### src/rtl/ik_pkg.sv
// Shared types and constants for the two-joint arm trajectory block.
// Holds the FSM states, home pose and the constants the angle table is built from.
package ik_pkg;

  typedef enum logic [1:0] {
    S_IDLE,
    S_LOOKUP,
    S_MOVE
  } ik_state_e;

  localparam int IK_ANGLE_W    = 24;
  localparam int HOME_ELBOW    = 74692;
  localparam int HOME_SHOULDER = 97346;

  localparam int E_D1   = 74692;
  localparam int E_D2   = 95625;
  localparam int E_D3   = 120000;
  localparam int E_D4   = 156874;
  localparam int S_D1   = 97346;
  localparam int S_D2   = 107812;
  localparam int S_D3   = 120000;
  localparam int S_D4   = 138437;
  localparam int E_EXT  = 36000;
  localparam int S_EXT  = 18000;
  localparam int E_SKEW = 2000;
  localparam int S_SKEW = 1500;

  // Diagonal pose by ring index, then pulled in by the off-diagonal distance.
  function automatic int ik_diag(input int m, input bit shl);
    int v;
    v = 0;
    unique case (m)
      1: v = shl ? S_D1 : E_D1;
      2: v = shl ? S_D2 : E_D2;
      3: v = shl ? S_D3 : E_D3;
      default: v = shl ? S_D4 + (m - 4) * S_EXT
                       : E_D4 + (m - 4) * E_EXT;
    endcase
    return v;
  endfunction

  function automatic int ik_angle_at(input int x, input int y,
                                     input bit shl);
    int m;
    int d;
    m = (x > y) ? x : y;
    d = m - ((x > y) ? y : x);
    return ik_diag(m, shl) - d * (shl ? S_SKEW : E_SKEW);
  endfunction

endpackage

### src/rtl/ik_angle_lut.sv
// Registered grid-coordinate to servo-pulse table.
// Loads only when enabled so the held target cannot change mid-move.
module ik_angle_lut
  import ik_pkg::*;
#(
  parameter int GRID_MAX = 4,
  parameter int ANGLE_W  = IK_ANGLE_W
) (
  input  logic               clk,
  input  logic               rst,
  input  logic               i_en,
  input  logic [7:0]         i_x,
  input  logic [7:0]         i_y,
  output logic [ANGLE_W-1:0] o_elbow,
  output logic [ANGLE_W-1:0] o_shoulder
);

  logic [7:0] w_x;
  logic [7:0] w_y;

  assign w_x = (i_x > 8'(GRID_MAX)) ? 8'(GRID_MAX) : i_x;
  assign w_y = (i_y > 8'(GRID_MAX)) ? 8'(GRID_MAX) : i_y;

  always_ff @(posedge clk or posedge rst) begin
    if (rst) begin
      o_elbow    <= ANGLE_W'(HOME_ELBOW);
      o_shoulder <= ANGLE_W'(HOME_SHOULDER);
    end else if (i_en) begin
      o_elbow    <= ANGLE_W'(ik_angle_at(int'(w_x), int'(w_y), 1'b0));
      o_shoulder <= ANGLE_W'(ik_angle_at(int'(w_x), int'(w_y), 1'b1));
    end
  end

endmodule

### src/rtl/ik_trajectory.sv
// Two-joint arm mover: accepts a grid target, looks up servo pulses,
// then slews both joints toward them at a bounded rate per motion tick.
module ik_trajectory
  import ik_pkg::*;
#(
  parameter int GRID_MAX = 4,
  parameter int ANGLE_W  = IK_ANGLE_W,
  parameter int STEP     = 1000,
  parameter int TICK_DIV = 50000
) (
  input  logic               clk,
  input  logic               reset,
  input  logic               cmd_valid,
  output logic               cmd_ready,
  input  logic [7:0]         cmd_x,
  input  logic [7:0]         cmd_y,
  output logic [ANGLE_W-1:0] elbow_angle,
  output logic [ANGLE_W-1:0] shoulder_angle,
  output logic               busy,
  output logic               done,
  output logic               err
);

  localparam int CW = $clog2(TICK_DIV);
  localparam logic [ANGLE_W:0] SW = (ANGLE_W+1)'(STEP);

  ik_state_e          r_st;
  ik_state_e          w_nxt;
  logic [7:0]         r_x;
  logic [7:0]         r_y;
  logic [CW-1:0]      r_cnt;
  logic [ANGLE_W-1:0] r_elb;
  logic [ANGLE_W-1:0] r_sho;
  logic               r_done;
  logic               r_err;
  logic [ANGLE_W-1:0] w_te;
  logic [ANGLE_W-1:0] w_ts;
  logic               w_hs;
  logic               w_ok;
  logic               w_at;
  logic               w_tick;

  // Sign-extended difference keeps both directions free of wrap-around.
  function automatic logic [ANGLE_W-1:0] f_step(
    input logic [ANGLE_W-1:0] i_cur,
    input logic [ANGLE_W-1:0] i_tgt
  );
    logic [ANGLE_W:0] d;
    logic [ANGLE_W:0] m;
    d = {1'b0, i_tgt} - {1'b0, i_cur};
    m = d[ANGLE_W] ? (~d + 1'b1) : d;
    if (m > SW) m = SW;
    f_step = d[ANGLE_W] ? (i_cur - m[ANGLE_W-1:0])
                        : (i_cur + m[ANGLE_W-1:0]);
  endfunction

  ik_angle_lut #(
    .GRID_MAX(GRID_MAX),
    .ANGLE_W (ANGLE_W)
  ) u_lut (
    .clk       (clk),
    .rst       (reset),
    .i_en      (r_st == S_LOOKUP),
    .i_x       (r_x),
    .i_y       (r_y),
    .o_elbow   (w_te),
    .o_shoulder(w_ts)
  );

  assign w_hs   = cmd_valid && (r_st == S_IDLE);
  assign w_ok   = (cmd_x != 8'd0) && (cmd_x <= 8'(GRID_MAX)) &&
                  (cmd_y != 8'd0) && (cmd_y <= 8'(GRID_MAX));
  assign w_at   = (r_elb == w_te) && (r_sho == w_ts);
  assign w_tick = (r_cnt == CW'(TICK_DIV - 1));

  assign cmd_ready      = (r_st == S_IDLE);
  assign busy           = (r_st != S_IDLE);
  assign done           = r_done;
  assign err            = r_err;
  assign elbow_angle    = r_elb;
  assign shoulder_angle = r_sho;

  always_ff @(posedge clk or posedge reset) begin
    if (reset) r_st <= S_IDLE;
    else       r_st <= w_nxt;
  end

  always_comb begin
    w_nxt = r_st;
    unique case (r_st)
      S_IDLE:   if (w_hs && w_ok) w_nxt = S_LOOKUP;
      S_LOOKUP: w_nxt = S_MOVE;
      S_MOVE:   if (w_at) w_nxt = S_IDLE;
      default:  w_nxt = S_IDLE;
    endcase
  end

  always_ff @(posedge clk or posedge reset) begin
    if (reset) begin
      r_x    <= 8'd1;
      r_y    <= 8'd1;
      r_cnt  <= '0;
      r_elb  <= ANGLE_W'(HOME_ELBOW);
      r_sho  <= ANGLE_W'(HOME_SHOULDER);
      r_done <= 1'b0;
      r_err  <= 1'b0;
    end else begin
      r_done <= (r_st == S_MOVE) && w_at;
      r_err  <= w_hs && !w_ok;
      if (w_hs && w_ok) begin
        r_x <= cmd_x;
        r_y <= cmd_y;
      end
      // Arrival is checked before the tick so a null move costs no ticks.
      if ((r_st == S_MOVE) && !w_at) begin
        if (w_tick) begin
          r_cnt <= '0;
          r_elb <= f_step(r_elb, w_te);
          r_sho <= f_step(r_sho, w_ts);
        end else begin
          r_cnt <= r_cnt + 1'b1;
        end
      end else begin
        r_cnt <= '0;
      end
    end
  end

endmodule

### config.mk
export PLATFORM = sky130hd
export DESIGN_NAME = ik_trajectory
export DESIGN_NICKNAME = d
export VERILOG_FILES = /design/src/rtl/ik_pkg.sv /design/src/rtl/ik_angle_lut.sv /design/src/rtl/ik_trajectory.sv
export SDC_FILE = /design/constraint.sdc
export NUM_CORES = 1
export LEC_CHECK = 0
export ABC_AREA = 1
export BUFFER_PORTS_ARGS = -buffer_cell sky130_fd_sc_hd__buf_2
export CORE_AREA = 2 2 209 211
export CTS_CLUSTER_SIZE = 30
export DETAILED_ROUTE_END_ITERATION = 12
export DIE_AREA = 0 0 211 213
export GPL_ROUTABILITY_DRIVEN = 0
export PLACE_DENSITY = 0.71
export SYNTH_ARGS = -nofsm -noshare
export SYNTH_HDL_FRONTEND = slang
export SYNTH_HIERARCHICAL = 1
export SYNTH_SLANG_ARGS = --single-unit
### constraint.sdc
create_clock -name clk -period 10.6 [get_ports clk]
set_input_delay 2.12 -clock clk [delete_from_list [all_inputs] [get_ports clk]]
set_output_delay 2.12 -clock clk [all_outputs]
set_load 0.005 [all_outputs]
[Word-level counts from Yosys, hierarchy flattened]
Index checks and enable logic that the tools add are counted.
W data, S select, Z words.
Operators by class
  $add $sub $neg: 15
  equality and inequality tests: 10
  $lt $le $gt $ge: 7
  bitwise logic cells: 2
  $mul: 4
  mux-type cells: 23
  reductions and logical operators: 17
Operators with widths (count)
  $mux W24: 10
  $pmux W24 S3: 2
  $sub A24 B24 Y24: 4
  $eq A32 B2 Y1 const B: 2
  $add A25 B1 Y25 const B: 2
  $gt A25 B10 Y1 const B: 2
  $mux W25: 2
  $not A25 Y25: 2
  $sub A24 B24 Y25: 2
  $add A19 B24 Y24 const A: 2
  $add A24 B24 Y24: 2
  $eq A24 B24 Y1: 2
  $eq A32 B1 Y1 const B: 1
  $mul A32 B10 Y22 const B: 1
  $mul A32 B12 Y19 const B: 1
  $mul A32 B12 Y20 const B: 1
  $mul A32 B8 Y20 const B: 1
  $mux W16: 2
  $mux W8: 4
  $sub A32 B32 Y32: 1
  $sub A32 B4 Y32 const B: 1
  $add A16 B1 Y16 const B: 1
  $eq A16 B16 Y1 const B: 1
  $gt A8 B3 Y1 const B: 2
  14 further kinds: 27
Word-level totals
  register bits after elaboration: 132
  output and inout bits: 52
  input bits: 19
  word-level logic and storage cells: 88

[Logic depth before layout (Yosys ltp)]
Gate-level depths: netlist (run 1).
  depth in word-level cells: 10
  gate-level depth with buffers: 57
  mapped depth without buffers: 56

[Hierarchy]
Netlist (run 1), hierarchy kept.
Modules (own cells, without submodules)
  ik_trajectory: area an instance 11599.9 µm², cells an instance 1969, sequential area each 2123.3 µm², instances 1
  ik_angle_lut: area an instance 10690.3 µm², cells an instance 1452, sequential area each 1168.6 µm², instances 1

[Least setup slack after synthesis (run 1)]
Ideal clock, no wire load.
  kind: register -> register
  start point: reg r_x[5]
  end point: reg u_lut.o_shoulder[23]
  path buffers: 0
  setup time: 0.117 ns
  stages on the path, launching flop included: 54
  data arrival time: 7.910 ns
  path slack: 2.572 ns
  clock period less this slack: 8.028 ns
  required time: 10.483 ns
  cells stage by stage: dfrtp_1 > nor2_2 > nand2_1 > nor3_1 > inv_1 > ha_1 > nand2_1 > a21oi_1 > nand2_1 > nand2_1 > nand2_1 > nand2_2 > nand2_2 > nand2_1 > o21ai_2 > o21ai_2 > ha_1 > inv_1 > [18 not listed] > o21ai_0 > a21oi_1 > o21bai_1 > a21oi_1 > nor2_1 > nor2_1 > xor2_1 > ha_1 > nand2_1 > nor4_1 > nand4_1 > nand3_1 > nand2_1 > nand2_1 > a21oi_1 > nand3b_1 > nand3_1 > nand2_1
On the way
  cells in the longest elaborated chain, start to end: 10
  elaborated cells on any way between the ends: 16
  classes of those cells: add/sub (4); mul (2); order compare (2); eq/ne (3); mux (5)
RTL lines
  start, declared: line ik_trajectory.sv:29  | logic [7:0] r_x;
  start signal, assigned: line ik_trajectory.sv:111  | r_x <= cmd_x;
  $gt A8 B3 Y1: line ik_angle_lut.sv:21  | assign w_x = (i_x > 8'(GRID_MAX)) ? 8'(GRID_MAX) : i_x;
  $mux W8 (*): line ik_angle_lut.sv:21
  $gt A8 B8 Y1: line ik_pkg.sv:46, ik_pkg.sv:47
  $mux W8: line ik_pkg.sv:46  | m = (x > y) ? x : y;
  $sub A32 B4 Y32: line ik_pkg.sv:36  | default: v = shl ? S_D4 + (m - 4) * S_EXT
  $mul A32 B12 Y20: line ik_pkg.sv:36
  $add A19 B24 Y24: line ik_pkg.sv:36
  $pmux W24 S3: line ik_pkg.sv:32  | unique case (m)
  $mux W24: line ik_angle_lut.sv:28  | end else if (i_en) begin
  $sub A24 B24 Y24 (*): line ik_pkg.sv:48  | return ik_diag(m, shl) - d * (shl ? S_SKEW : E_SKEW);
  end signal, assigned: line ik_angle_lut.sv:27  | o_shoulder <= ANGLE_W'(HOME_SHOULDER);
  end signal, assigned: line ik_angle_lut.sv:30  | o_shoulder <= ANGLE_W'(ik_angle_at(int'(w_x), int'(w_y), 1'b1));
  end, declared: line ik_angle_lut.sv:15  | output logic [ANGLE_W-1:0] o_shoulder
Every way passes the cells marked *; elsewhere a longest branch is shown, timed or not. The select of a mux whose other input is x is not followed.
A chain may end at the register's enable or synchronous reset.

[Worst setup path after layout (run 1)]
Ends and elaborated chain as after synthesis.

==> results.ini, run 1 <==
[pwr]
power_frac_seq_pct = 6.1
p_int_mw = 3.47
p_sw_mw = 4.81
power_frac_comb_pct = 86.5
cellPowerDensity_mw_per_mm2 = 348
vdd_drop_max_v = 0.000474
leakagePower_nw = 12.7
switching_share_pct = 58.1
clkPwrFrac_pct = 7.4

[sta]
finalHoldViolations = 0
setup_viol = 0
relSlewSlack_pct = 37.9
finalMaxSlewViolations = 0
fmax_mhz = 109
finalSetupTns_ns = 0
rsz0062_at_grt = no
finalCriticalPeriod_ns = 9.19
worst_slew_pin_slew_ns = 0.930
finalClockSkew_ns = 0.0163
finalCritPeriodShare_pct = 86.7

[floorplan]
fp.coreArea_mm2 = 0.0427
fp.dieH_um = 213
initial_core_util_pct = 52.2
die-area_mm2 = 0.0449
die_w_um = 211
ios = 71
fp-row-count = 76

[detailed_routing]
drt_iter0_drc = 1632
wl_met2_um = 26900
ant_nets = 0
wl_met1_um = 27600
met3_length_um = 2640
dr.pass1.iters = 6
wl_per_cell_um = 14.5
wl_um = 58500
num_vias = 21300
via_per_inst = 5.27
drc = 0
top_layer = met4

[clock_tree]
cts_made_buffers = 17
cts-root-buf = clkbuf_16
cts_setup_buffers = 0
cts.sinks = 130
path_clk_slew_ns = 0.06
clock_latency_ns = 0.47
cts_resized = 0
hold_buffers = 0
cts_tree = done
htreeDepth = 4
cts_buffer_depth = 2

[setup_path]
crit_path_start_kind = flop
ff2ff_path_depth = 50
r2r_start = r_x[5]
r2r-end = u_lut/o_shoulder[23]
crit_type = reg -> reg
worst_path_largest_cell_delay_ns = 0.63
cp.required_ns = 10.95
rrSetupSlack_ns = 1.41
cp-end-kind = flop
crit_path_frequent_cell = nand2_1
crit_path_top_delay_cell = fa_1
crit_start = r_x[5]
cp_max_fo = 7
arrival_ns = 9.55

[run]
drv_cap = 0

[hold_path]
min_to = r_cnt[0]
min-delay-start = r_cnt[0]
hold_depth = 1
hold_class = reg -> reg

[synthesis]
syn_area_mm2 = 0.0223
syn_inst = 3421
synth_edf_count = 0
yosysUniqueCellTypes = 62
synth_area_per_cell_um2 = 6.52
ys_seq_area_share_pct = 14.8
yosys.area.top_type = ha_1
synth_ff_type = dfrtp_1
ys_warn_count = 6
yosysTopAreaCellShare_pct = 16.6
ys_seq_elements = 130
synth_area_leaders = ha_1, nand2_1, dfrtp_1, inv_1, fa_1
ys_async_sr_fraction_pct = 100

[placement]
post_dp_cell_area_mm2 = 0.0232
port_buffers = 70
dp_hpwl_um = 48900

[layout]
multi_input_area_mm2 = 0.0164
layout.nets = 3892
fillers = 4320
final-seq-area_mm2 = 0.00329
drive_gt1_share_pct = 8.74
area_growth_pct = 6.87
final_common_cell = nand2_1
diodes = 0
postLayoutCellArea_mm2 = 0.0238
most-common-layout-cells = nand2_1, inv_1, ha_1, nor2_1, nand3_1

[grt]
grt_max_degree = 60
grt_pass1_wl_um = 97200
grt_pass1_vias = 19600
grt_overflow_total = 0
grt_usage_pct = 26.7
antenna_found_initial = 0

[run_status]
outcome = finished, final reports clean

-- state kept, by name, indices dropped and copies added, names as in the netlist --
register	count
shoulder_angle	24
r_st	2
r_y	8
r_x	8
u_lut/o_shoulder	22
u_lut/o_elbow	24
err	1
done	1
elbow_angle	24
r_cnt	16
-- stage by stage --
stage | std cells | hold WS, ns | worst slack, ns | power [mW] | util, %
3_3_place_gp | 4014 | 0.454 | 1.76 | 7.48 | 54.4
5_1_grt | 4046 | 0.505 | 0.388 | 9.34 | 55.8
6_report | 4046 | 0.464 | 1.41 | 8.28 | 55.8
3_5_place_dp | 4014 | 0.460 | 1.52 | 7.52 | 54.4
4_1_cts | 4046 | 0.467 | 1.45 | 8.20 | 55.8
2_1_floorplan | 3434 | 0.433 | 2.57 | 5.99 | -
-- critical path: cells and delay by family (launching register included) --
family | cells | cell delay, ns
flops | 1 | 0.38
simple gates | 25 | 2.71
buf+inv | 6 | 0.62
fa+ha+maj | 8 | 3.38
xor+xnor | 2 | 0.70
compound gates | 9 | 1.27
-- metal layers --
layer,vias to the layer above,GRT usage (%)
li1,11100,-
met4,0,7.87
met1,9751,36.0
met2,451,45.3
met3,68,2.82
met5,-,0
-- layout make-up --
class	count	share of cell area, %
sequential	130	13.8
clock inverter	14	0.636
tap	546	2.87
inverter	643	10.1
multi-input combinational	2617	69.0
timing repair buffer	78	1.72
clock buffer	18	1.84
-- synthesized netlist by cell type (5+ instances only) --
master / instances
xnor2_1: 49
a211oi_1: 7
a21boi_0: 14
xor2_1: 65
dfrtp_1: 99
a31oi_1: 17
buf_2: 10
nand2_2: 46
nor3_2: 5
o21ai_0: 154
inv_2: 15
fa_1: 91
nand3_1: 226
clkbuf_1: 24
dfstp_2: 31
o21ai_2: 5
nand2_1: 854
nand3b_1: 19
a21o_1: 5
ha_1: 295
buf_1: 5
nor3_1: 44
nor4_1: 8
nor2_1: 295
o21bai_1: 17
nand4_1: 53
a21oi_1: 190
nor2_2: 27
nand3_2: 14
inv_1: 626
or2_2: 25
o21ai_1: 22
o31ai_1: 12
-- logic make-up after synthesis --
logic type               share of synthesized area [%]
AO/OA/AOI/OAI                                     11.5
XOR/XNOR                                          4.97
adder cells (fa/ha/maj)                           24.7
buffers and inverters                             11.8
flip-flops                                        14.8
other                                           0.0337
AND/OR/NAND/NOR                                   32.3
-- power groups by stage --
stage / Clock [mW] / Sequential (mW) / Combinational (mW)
floorplan: 0 / 0.512 / 5.48
global placement: 0 / 0.513 / 6.97
detailed placement: 0 / 0.514 / 7.01
CTS: 0.627 / 0.505 / 7.07
global route: 0.647 / 0.505 / 8.19
finish: 0.611 / 0.505 / 7.16
-- how the worst max path moves through the flow --
| stage | depth (start not counted) | to | slack, ns |
|---|---|---|---|
| final | 50 | u_lut/o_shoulder[23] | 1.41 |
| after global routing | 50 | u_lut/o_shoulder[23] | 0.39 |
| after CTS | 50 | u_lut/o_shoulder[23] | 1.45 |
| after detailed placement | 50 | u_lut/o_shoulder[23] | 1.52 |
| after global placement | 50 | u_lut/o_shoulder[23] | 1.76 |
| after floorplan | 53 | u_lut/o_shoulder[23] | 2.57 |
Note: power is estimated with default switching activity, not from simulation.
==> run 2: changes to the inputs <==
--- a/config.mk
+++ b/config.mk
@@ -7,11 +7,12 @@
 export LEC_CHECK = 0
 export ABC_AREA = 1
 export BUFFER_PORTS_ARGS = -buffer_cell sky130_fd_sc_hd__buf_2
-export CORE_AREA = 2 2 209 211
+export CORE_AREA = 8 8 215 217
 export CTS_CLUSTER_SIZE = 30
 export DETAILED_ROUTE_END_ITERATION = 12
-export DIE_AREA = 0 0 211 213
+export DIE_AREA = 0 0 223 225
 export GPL_ROUTABILITY_DRIVEN = 0
+export HOLD_SLACK_MARGIN = 0.1
 export PLACE_DENSITY = 0.71
 export SYNTH_ARGS = -nofsm -noshare
 export SYNTH_HDL_FRONTEND = slang
==> run 2 against run 1 <==
Routed wire length rose by 0.69%. Largest cell class unchanged. Critical path type unchanged. Non-clock buffer count did not move. First-iteration DRC count fell by 11%. Sequential share of layout area barely moved.
==> results.ini, run 2 (synthesis results as in run 1) <==
[run_status]
outcome = finished, final reports clean

[layout]
final_common_cell = nand2_1
drive_gt1_share_pct = 8.71
fillers = 4314
stdcell_count = 4046
layout.nets = 3892
fin_util_pct = 55.8
area_growth_pct = 6.85
most-common-layout-cells = nand2_1, inv_1, ha_1, nor2_1, nand3_1
diodes = 0
multi_input_area_mm2 = 0.0164
final-seq-area_mm2 = 0.00329

[setup_path]
cp_max_fo = 7
crit_path_start_kind = flop
worst_path_largest_cell_delay_ns = 0.65
crit_path_top_delay_cell = fa_1
arrival_ns = 9.63
ff2ff_path_depth = 50
cp.required_ns = 10.94
cp-end-kind = flop
crit_type = reg -> reg
crit_path_frequent_cell = nand2_1

[detailed_routing]
wl_um = 58900
ant_nets = 0
drc = 0
via_per_inst = 5.21
wl_per_cell_um = 14.6
drt_iter0_drc = 1455
num_vias = 21100
dr.pass1.iters = 8

[sta]
finalMaxSlewViolations = 0
worst_slew_pin_slew_ns = 0.942
setup_ws_ns = 1.31
relSlewSlack_pct = 37.1
finalHoldViolations = 0
rsz0062_at_grt = no
setup_viol = 0
finalCriticalPeriod_ns = 9.29
finalCritPeriodShare_pct = 87.6
finalClockSkew_ns = 0.0166
finalSetupTns_ns = 0
fmax_mhz = 108
worst_hold_slack_ns = 0.462

[clock_tree]
hold_buffers = 0
cts_buffer_depth = 2
cts-root-buf = clkbuf_16
htreeDepth = 4
cts_resized = 0
cts_made_buffers = 17
cts_setup_buffers = 0
cts_tree = done
cts.sinks = 130
clock_latency_ns = 0.45
path_clk_slew_ns = 0.06

[grt]
grt_max_degree = 60
grt_pass1_vias = 19900
grt_pass1_wl_um = 98100
antenna_found_initial = 0
grt_overflow_total = 0
grt_usage_pct = 23.6

[hold_path]
hold_class = reg -> reg
hold_depth = 1

[floorplan]
fp-row-count = 76
fp.dieH_um = 225
ios = 71
die_w_um = 223
initial_core_util_pct = 52.2
fp.coreArea_mm2 = 0.0427
die-area_mm2 = 0.0502

[pwr]
leakagePower_nw = 12.7
cellPowerDensity_mw_per_mm2 = 345
vdd_drop_max_v = 0.000531
power_frac_comb_pct = 86.5
switching_share_pct = 57.9
p_int_mw = 3.46
power_frac_seq_pct = 6.1
clkPwrFrac_pct = 7.3
p_sw_mw = 4.76

[placement]
pre_cts_ws_ns = 1.41
dpl.cell_count = 4014
dp_hpwl_um = 49500
port_buffers = 70

[run]
drv_cap = 0

## run 2: cell count changes in the layout (fill, tap and decap cells not counted), sizes merged
cell      previous run  this run
clkinvlp             2         1
clkinv               8        11
inv                645       643
## run 2: metal layers
| metal | vias to the layer above | GRT usage, % | part of all wire, % |
|---|---|---|---|
| li1 | 11100 | - | - |
| met4 | 0 | 7.80 | 2.9 |
| met2 | 391 | 39.6 | 46 |
| met1 | 9556 | 31.6 | 47 |
| met5 | - | 0 | 0 |
| met3 | 75 | 2.63 | 3.8 |
## run 2: critical path, delay by kind of cell (launching register included)
family	cells	cell delay (ns)
fa+ha+maj	8	3.42
compound gates	9	1.32
flops	1	0.38
buf+inv	6	0.64
xor+xnor	2	0.68
simple gates	25	2.73
## run 2: cell type report
type | instances | share of cell area [%]
Timing Repair Buffer | 78 | 1.72
Clock buffer | 18 | 1.80
Multi-Input combinational cell | 2617 | 69.0
Inverter | 643 | 10.1
Clock inverter | 14 | 0.657
Tap cell | 546 | 2.87
Sequential cell | 130 | 13.8
## run 2: power by group through the flow
stage,logic (mW),clock network (mW),registers (mW)
CTS,7.05,0.610,0.505
detailed placement,7.00,0,0.513
global route,8.08,0.630,0.505
floorplan,5.48,0,0.512
global placement,6.98,0,0.513
finish,7.11,0.601,0.505
## run 2: final timing paths
path | slack (ns) | end | startpoint
setup / recovery | 1.31 | u_lut/o_shoulder[23] | r_x[5]
max in group asynchronous | 7.70 | r_y[7] | reset
setup reg to reg | 1.31 | u_lut/o_shoulder[23] | r_x[5]
hold / removal | 0.46 | r_cnt[0] | r_cnt[0]
hold reg to reg | 0.46 | r_cnt[0] | r_cnt[0]
min in group asynchronous | 1.74 | elbow_angle[0] | reset
## run 2: through the flow
step           total power, mW  area (um2)
3_5_place_dp              7.51       23200
2_1_floorplan             5.99       22300
4_1_cts                   8.17       23800
5_1_grt                   9.21       23800
3_3_place_gp              7.50       23200
6_report                  8.22       23800
